### config.mk
export PLATFORM = sky130hd
export DESIGN_NAME = cfifo_sync_sink
export DESIGN_NICKNAME = d
export VERILOG_FILES = /design/src/rtl/cfifo_sync_sink.sv
export SDC_FILE = /design/constraint.sdc
export NUM_CORES = 1
export LEC_CHECK = 0
export ABC_AREA = 1
export CAP_MARGIN = 20
export CORE_MARGIN = 4
export CORE_UTILIZATION = 50
export DETAILED_ROUTE_END_ITERATION = 16
export GPL_ROUTABILITY_DRIVEN = 1
export MAX_ROUTING_LAYER = met4
export PLACE_DENSITY = 0.76
export SLEW_MARGIN = 20
export SYNTH_ARGS = -nofsm -noshare
export SYNTH_HDL_FRONTEND = slang
export SYNTH_SLANG_ARGS = --single-unit
export TNS_END_PERCENT = 20
### constraint.sdc
create_clock -name clk -period 1.9 [get_ports clk]
set_input_delay 0.57 -clock clk [delete_from_list [all_inputs] [get_ports clk]]
set_output_delay 0.57 -clock clk [all_outputs]
set_load 0.1 [all_outputs]
### src/rtl/cfifo_sync_sink.sv
// rtl/cfifo_sync_sink.sv - clocked sink for a two-phase click-FIFO token stream
//
// Turns the two-phase drive/free token handshake from an asynchronous click-FIFO
// controller into a synchronous valid/ready stream. The incoming drive level is
// synchronized through a flop chain, and each synchronized transition pushes the
// bundled data word into a small circular buffer. The free acknowledge is
// withheld while the buffer is full and released when a pop makes room.
//
// Ports:
//   clk        sink clock
//   rstn       asynchronous active-low reset
//   i_drive    two-phase request; each transition is one token
//   o_free     two-phase acknowledge; each transition frees one token
//   i_data     bundled data, stable from i_drive transition to matching o_free
//   o_valid    head entry available
//   i_ready    downstream accepts head this cycle
//   o_data     head entry
//   o_count    buffer occupancy
//   o_overflow sticky flag: a token arrived while one was already outstanding
module cfifo_sync_sink #(
  parameter int DATA_WIDTH = 32,
  parameter int DEPTH      = 4
) (
  input  logic                   clk,
  input  logic                   rstn,
  input  logic                   i_drive,
  output logic                   o_free,
  input  logic [DATA_WIDTH-1:0]  i_data,
  output logic                   o_valid,
  input  logic                   i_ready,
  output logic [DATA_WIDTH-1:0]  o_data,
  output logic [$clog2(DEPTH):0] o_count,
  output logic                   o_overflow
);

  localparam int PTR_W = $clog2(DEPTH);
  localparam int CNT_W = PTR_W + 1;
  localparam logic [CNT_W-1:0] FULL = CNT_W'(DEPTH);

  logic                  s1_q, s2_q, s3_q;
  logic                  s1_d, s2_d, s3_d;
  logic [PTR_W-1:0]      wptr_q, wptr_d;
  logic [PTR_W-1:0]      rptr_q, rptr_d;
  logic [CNT_W-1:0]      count_q, count_d;
  logic                  free_q, free_d;
  logic                  pend_q, pend_d;
  logic                  overflow_q, overflow_d;
  logic [DATA_WIDTH-1:0] mem_q [DEPTH];
  logic [DATA_WIDTH-1:0] mem_d [DEPTH];

  logic evt;
  logic push;
  logic pop;
  logic valid;

  // i_data is deliberately not synchronized: the bundling constraint keeps it
  // stable until o_free answers, which is well after evt is seen.
  assign evt   = s2_q ^ s3_q;
  assign valid = (count_q != '0);
  // A token arriving while pend is set means upstream ignored the withheld
  // credit; it is dropped rather than pushed.
  assign push  = evt & ~pend_q;
  assign pop   = valid & i_ready;

  always_comb begin
    s1_d       = i_drive;
    s2_d       = s1_q;
    s3_d       = s2_q;
    wptr_d     = wptr_q;
    rptr_d     = rptr_q;
    count_d    = count_q;
    free_d     = free_q;
    pend_d     = pend_q;
    overflow_d = overflow_q | (evt & pend_q);
    mem_d      = mem_q;

    if (push) begin
      mem_d[wptr_q] = i_data;
      wptr_d        = wptr_q + 1'b1;
    end
    if (pop) begin
      rptr_d = rptr_q + 1'b1;
    end

    case ({push, pop})
      2'b10:   count_d = count_q + 1'b1;
      2'b01:   count_d = count_q - 1'b1;
      default: count_d = count_q;
    endcase

    // push and a pending release are mutually exclusive because push needs
    // pend_q low, so at most one free toggle happens per edge.
    if (push) begin
      if (count_d == FULL) begin
        pend_d = 1'b1;
      end else begin
        free_d = ~free_q;
      end
    end else if (pend_q && pop) begin
      free_d = ~free_q;
      pend_d = 1'b0;
    end
  end

  always_ff @(posedge clk or negedge rstn) begin
    if (!rstn) begin
      s1_q       <= 1'b0;
      s2_q       <= 1'b0;
      s3_q       <= 1'b0;
      wptr_q     <= '0;
      rptr_q     <= '0;
      count_q    <= '0;
      free_q     <= 1'b0;
      pend_q     <= 1'b0;
      overflow_q <= 1'b0;
      mem_q      <= '{default: '0};
    end else begin
      s1_q       <= s1_d;
      s2_q       <= s2_d;
      s3_q       <= s3_d;
      wptr_q     <= wptr_d;
      rptr_q     <= rptr_d;
      count_q    <= count_d;
      free_q     <= free_d;
      pend_q     <= pend_d;
      overflow_q <= overflow_d;
      mem_q      <= mem_d;
    end
  end

  assign o_free     = free_q;
  assign o_valid    = valid;
  assign o_count    = count_q;
  assign o_overflow = overflow_q;
  assign o_data     = mem_q[rptr_q];

endmodule

# Yosys cells after proc, flatten, opt, wreduce, memory -nomap -nowiden
# Index checks and enable logic that the tools add are counted.
dict set report totals {
  ff_bits 141
  in_bits 36
}
dict set report op_classes {
  addsub 4
  magnitude_cmp 3
  eq_ne 5
  n_mux 13
  bitwise_logic 9
  reduce_logical 6
}
# cell count
set ops {}
lappend ops {{bitwise mux 128 bit} 1}
lappend ops {{two-way mux 32 bit} 3}
lappend ops {{binary-select mux 32 bit (select 2 bit)} 1}
lappend ops {{demux 32 bit (select 2 bit)} 1}
lappend ops {{greater-or-equal comparator 3 bit (second input constant)} 2}
lappend ops {{two-way mux 1 bit} 6}
lappend ops {{inverter 2 -> 3 bit} 2}
lappend ops {{one-hot mux 3 bit (2 select lines)} 1}
lappend ops {{adder 2 x 1 -> 2 bit (second input constant)} 2}
lappend ops {{AND reduction 2 bit} 2}
lappend ops {{adder 3 x 1 -> 3 bit (second input constant)} 1}
lappend ops {{bitwise AND 1 bit} 3}
lappend ops {{== test 3 bit (second input constant)} 1}
lappend ops {{less-than comparator 3 x 1 -> 1 bit (second input constant)} 1}
lappend ops {{nonzero test 3 bit} 1}
lappend ops {{subtractor 3 x 1 -> 3 bit (second input constant)} 1}
lappend ops {{== test 2 x 1 -> 1 bit (second input constant)} 1}
lappend ops {{== test 2 bit (second input constant)} 1}
lappend ops {{logical AND 1 bit} 2}
lappend ops {{inequality test 2 x 1 -> 1 bit (second input constant)} 1}
lappend ops {{inequality test 2 bit (second input constant)} 1}
lappend ops {{inverter 1 bit} 2}
lappend ops {{nonzero test 2 bit} 1}
lappend ops {{bitwise OR 1 bit} 1}
lappend ops {{bitwise XOR 1 bit} 1}

# Longest topological paths before layout
dict set report logic_depth {
  ltp_word 7
  depth_mapped 17
  ltp_nobuf 17
}

# Worst setup path after synthesis
# No wires, ideal clock.
dict set report synth_timing {
  kind {register -> register}
  from {register count_q[0], in the netlist o_count[0]}
  to {register free_q, in the netlist o_free}
  t_arrival_ns 3.389
  path_slack_ns -1.610
  path_stages_with_launch 14
  path_buffers 0
  period_less_slack_ns 3.510
  cell_sequence {dfrtp_1 -> inv_1 -> nand3_1 -> nand2_1 -> inv_1 -> ha_1 -> inv_1 -> fa_1 -> o21ai_0 -> nor2_1 -> nand2_1 -> nand2_1 -> nand3_1 -> nand2_1}
}
dict set report synth_via {
  elab_chain_cells 7
  word_cells_on_any_way 12
}
# element line_no
set synth_lines {}
lappend synth_lines {{start, declared} 44} ;# logic [CNT_W-1:0] count_q, count_d;
lappend synth_lines {{start signal, assigned} 123} ;# count_q <= count_d;
lappend synth_lines {{nonzero test 3 bit *} 59} ;# assign valid = (count_q != '0);
lappend synth_lines {{via o_valid} 29} ;# output logic o_valid,
lappend synth_lines {{bitwise AND 1 bit *} 63} ;# assign pop = valid & i_ready;
lappend synth_lines {{== test 2 x 1 -> 1 bit / == test 2 bit (equally long branches)} 85} ;# case ({push, pop})
lappend synth_lines {{one-hot mux 3 bit (2 select lines) *} 85}
lappend synth_lines {{via count_d[1]} 44}
lappend synth_lines {{== test 3 bit *} 94} ;# if (count_d == FULL) begin
lappend synth_lines {{inequality test 2 bit (no source line) *} -}
lappend synth_lines {{AND reduction 2 bit (no source line) *} -}
lappend synth_lines {{end signal, assigned} 124} ;# free_q <= free_d;
lappend synth_lines {{end, declared} 45} ;# logic free_q, free_d;
# The timed path passes the listed nets; every way through them passes the cells marked *.
# A chain may end at the register's enable or synchronous reset.

# Final worst setup path
dict set report layout_timing {
  from {register rptr_q[0]}
  to {output port o_data[13]}
}
dict set report layout_via {
  elab_chain_cells 4
}
# element line_no
set layout_lines {}
lappend layout_lines {{start, declared} 43} ;# logic [PTR_W-1:0] rptr_q, rptr_d;
lappend layout_lines {{start signal, assigned} 122} ;# rptr_q <= rptr_d;
lappend layout_lines {{inverter 2 -> 3 bit (implied by the code)} 135} ;# assign o_data = mem_q[rptr_q];
lappend layout_lines {{binary-select mux 32 bit (select 2 bit)} 135}
lappend layout_lines {{two-way mux 32 bit (implied by the code) (2 in series)} 135}
lappend layout_lines {{end, declared} 31} ;# output logic [DATA_WIDTH-1:0] o_data,
# Every way passes these cells. The select of a mux whose other input is x is not followed.

==> impl_metrics.yaml <==
outcome:
  status: "complete, but fails checks"
  violations: "negative setup slack"
die:
  start_util_pct: 51.3
  core.rowCount: 41
  die-area_mm2: 0.0150
  core_mm2: 0.0127
  die_y_um: 122
  die_w_um: 122
  ioPinCount: 74
flow_run:
  maxCapViolations: 0
route:
  ant_nets: 0
  wl_per_cell_um: 16.7
  drt-pass1-iter-count: 5
  drt-initial-drc-count: 521
  dr_total_vias: 5306
  top_layer: "met4"
  via_per_inst: 5.49
  wl_um: 16100
  met3_wirelength_um: 697
  dr_wl_met2_um: 8460
  drc: 0
  routedLengthMet1_um: 6660
sta:
  hold_viol_final: 0
  worst_pin_slew_ns: 0.354
  finClkSkew_ns: 0.00866
  finalCriticalPeriod_ns: 2.32
  period_share_pct: 122
  post-route-worst-setup-slack_ns: -0.415
  rsz0062_at_grt: "true"
  relSlewSlack_pct: 76.4
  report.final.slew_viol_count: 0
  setup_viol: 34
  max_freq_mhz: 432
grt:
  grt.total_usage_pct: 23.9
  grt_overflow: 0
  antenna_found_initial: 0
  grt_max_degree: 65
  first_global_vias: 5650
  grt_first_pass_wirelength_um: 27200
setup_path:
  r2r_cells: 14
  worstSetupPathType: "register to output pin"
  r2r_start: "s3_q"
  worstSetupEndpointType: "output pin"
  startpoint_type: "register"
  arrival_ns: 1.75
  required_ns: 1.33
  crit_fanout: 9
  crit_path_start: "rptr_q[0]"
synth:
  syn_nets: 731
  ys_seq_area_share_pct: 54.0
  syn_avg_cell_area_um2: 9.48
  netlist_area_mm2: 0.00653
  synth_cells: 689
  synth-seq-cells: 141
  yosys.cell_types.count: 25
  yosys_warnings: 0
finish:
  fillers: 903
  layout-drive-gt1-share_pct: 31.7
  post-route-util_pct: 70.5
  syn_to_final_growth_pct: 37.3
  diodes: 0
  nets: 825
clock_tree:
  clock_path_buffers: 2
  numCtsBuffers: 17
  clock-sinks: 141
  cts_tree: "yes"
  cts_root_buf: "clkbuf_16"
  h-tree-depth: 4
  clock_latency_ns: 0.41
  clkTransAtPathRegs_ns: 0.06
placed_design:
  io_buffers: 73
  place.gp.congestion: 0.806
  detailed_place_hpwl_um: 10400
hold_path:
  min_path_type: "primary input to async pin"
## repair_timing
action,in CTS,in global routing
hold buffers,0,0
gates cloned,1,0
pin swaps,11,5
gates resized for setup,19,29
setup endpoints to repair,35,35
buffers inserted,4,0
## state kept, by name, summed over array words and instances, names as in the netlist
name / count
mem_q: 128
rptr_q: 2
o_free: 1
o_overflow: 1
s2_q: 1
wptr_q: 2
s3_q: 1
pend_q: 1
o_count: 3
s1_q: 1
## metal layers
metal | GRT usage, % | vias up
met3 | 4.15 | 26
li1 | - | 2490
met2 | 40.0 | 154
met1 | 28.8 | 2636
met5 | - | -
met4 | 9.73 | 0
## worst max-delay path, stage by stage, from the launching register on
cell and delay [ns]:
dfrtp_2 0.46, clkinv_4 0.16, buf_12 0.18, buf_12 0.12, o21ai_4 0.14, o22ai_4 0.10
buf_12 0.17
## placed cells by master (no fill, tap or decap), types with 2 or more instances in the layout
cell type	n
nand2_1	141
nor2_1	63
clkdlybuf4s50_1	34
clkbuf_16	17
buf_6	8
inv_1	39
nor2_4	4
nand2_4	5
o21ai_4	4
buf_4	24
dfrtp_4	3
clkinvlp_4	2
o21ai_0	30
clkinv_2	5
o21ai_1	82
inv_2	3
buf_12	52
ha_1	4
nand3_1	2
o21ai_2	78
xor2_1	2
dfrtp_1	137
inv_4	3
clkbuf_1	5
o22ai_4	4
o22ai_2	28
## synth_stat cells
| master | n | area [um2] |
|---|---|---|
| buf_1 | 2 | 7.51 |
| buf_2 | 7 | 35.0 |
| buf_4 | 2 | 15.0 |
| buf_6 | 18 | 203 |
| clkbuf_1 | 11 | 41.3 |
| clkbuf_8 | 4 | 55.1 |
| dfrtp_1 | 141 | 3530 |
| fa_1 | 1 | 20.0 |
| ha_1 | 5 | 62.6 |
| inv_1 | 45 | 169 |
| inv_2 | 1 | 3.75 |
| nand2_1 | 142 | 533 |
| nand2_4 | 5 | 56.3 |
| nand3_1 | 3 | 15.0 |
| nand4_1 | 1 | 6.26 |
| nor2_1 | 68 | 255 |
| nor2_8 | 1 | 20.0 |
| o21ai_0 | 66 | 330 |
| o21ai_1 | 52 | 260 |
| o21ai_2 | 76 | 666 |
| o21bai_1 | 1 | 7.51 |
| o22ai_1 | 33 | 206 |
| or2_4 | 1 | 8.76 |
| xnor2_1 | 1 | 8.76 |
| xor2_1 | 2 | 17.5 |
## area by class of cell
cell class | count | area [um2] | share of cell area [%]
flip-flops and latches | 141 | 3540 | 39.5
multi-input cells | 458 | 2820 | 31.4
repair buffers | 119 | 1680 | 18.7
clock buffers | 23 | 458 | 5.11
well taps | 172 | 215 | 2.40
inverters | 46 | 185 | 2.07
clock inverters | 8 | 70.1 | 0.781
## through the flow
step / hold WS [ns] / TNS, ns / cells / cell area (um2) / setup slack (ns)
after floorplan: 0.274 / -14.08 / 689 / 6910 / -0.526
after detailed placement: 0.342 / -1.53 / 931 / 8320 / -0.591
after global placement: 0.341 / -1.14 / 931 / 8320 / -0.499
after global routing: 0.0655 / -14.00 / 967 / 8970 / -0.465
final: 0.0478 / -11.93 / 967 / 8970 / -0.415
after CTS: 0.0514 / -12.33 / 967 / 8960 / -0.416
## logic make-up (layout without fill, tap and decap cells)
family | Yosys count | count (layout) | synth area share (%)
DFF | 141 | 141 | 54.0
buffers and inverters | 90 | 196 | 8.10
adders and majority gates | 6 | 6 | 1.26
and+or+nand+nor | 221 | 221 | 13.7
xor gates and xnor gates | 3 | 3 | 0.402
AOI/OAI and AO/OA | 228 | 228 | 22.5
## worst paths after layout
kind	slack, ns	end
max	-0.42	o_data[13]
min	0.05	mem_q[7]
max reg2reg	-0.19	o_free
min reg2reg	0.35	s2_q
max in group asynchronous	1.21	mem_q[86]
min in group clk	0.35	s2_q
Power is not shown: default switching activity piles up to over one toggle a cycle in this logic, so the estimate is an artifact.
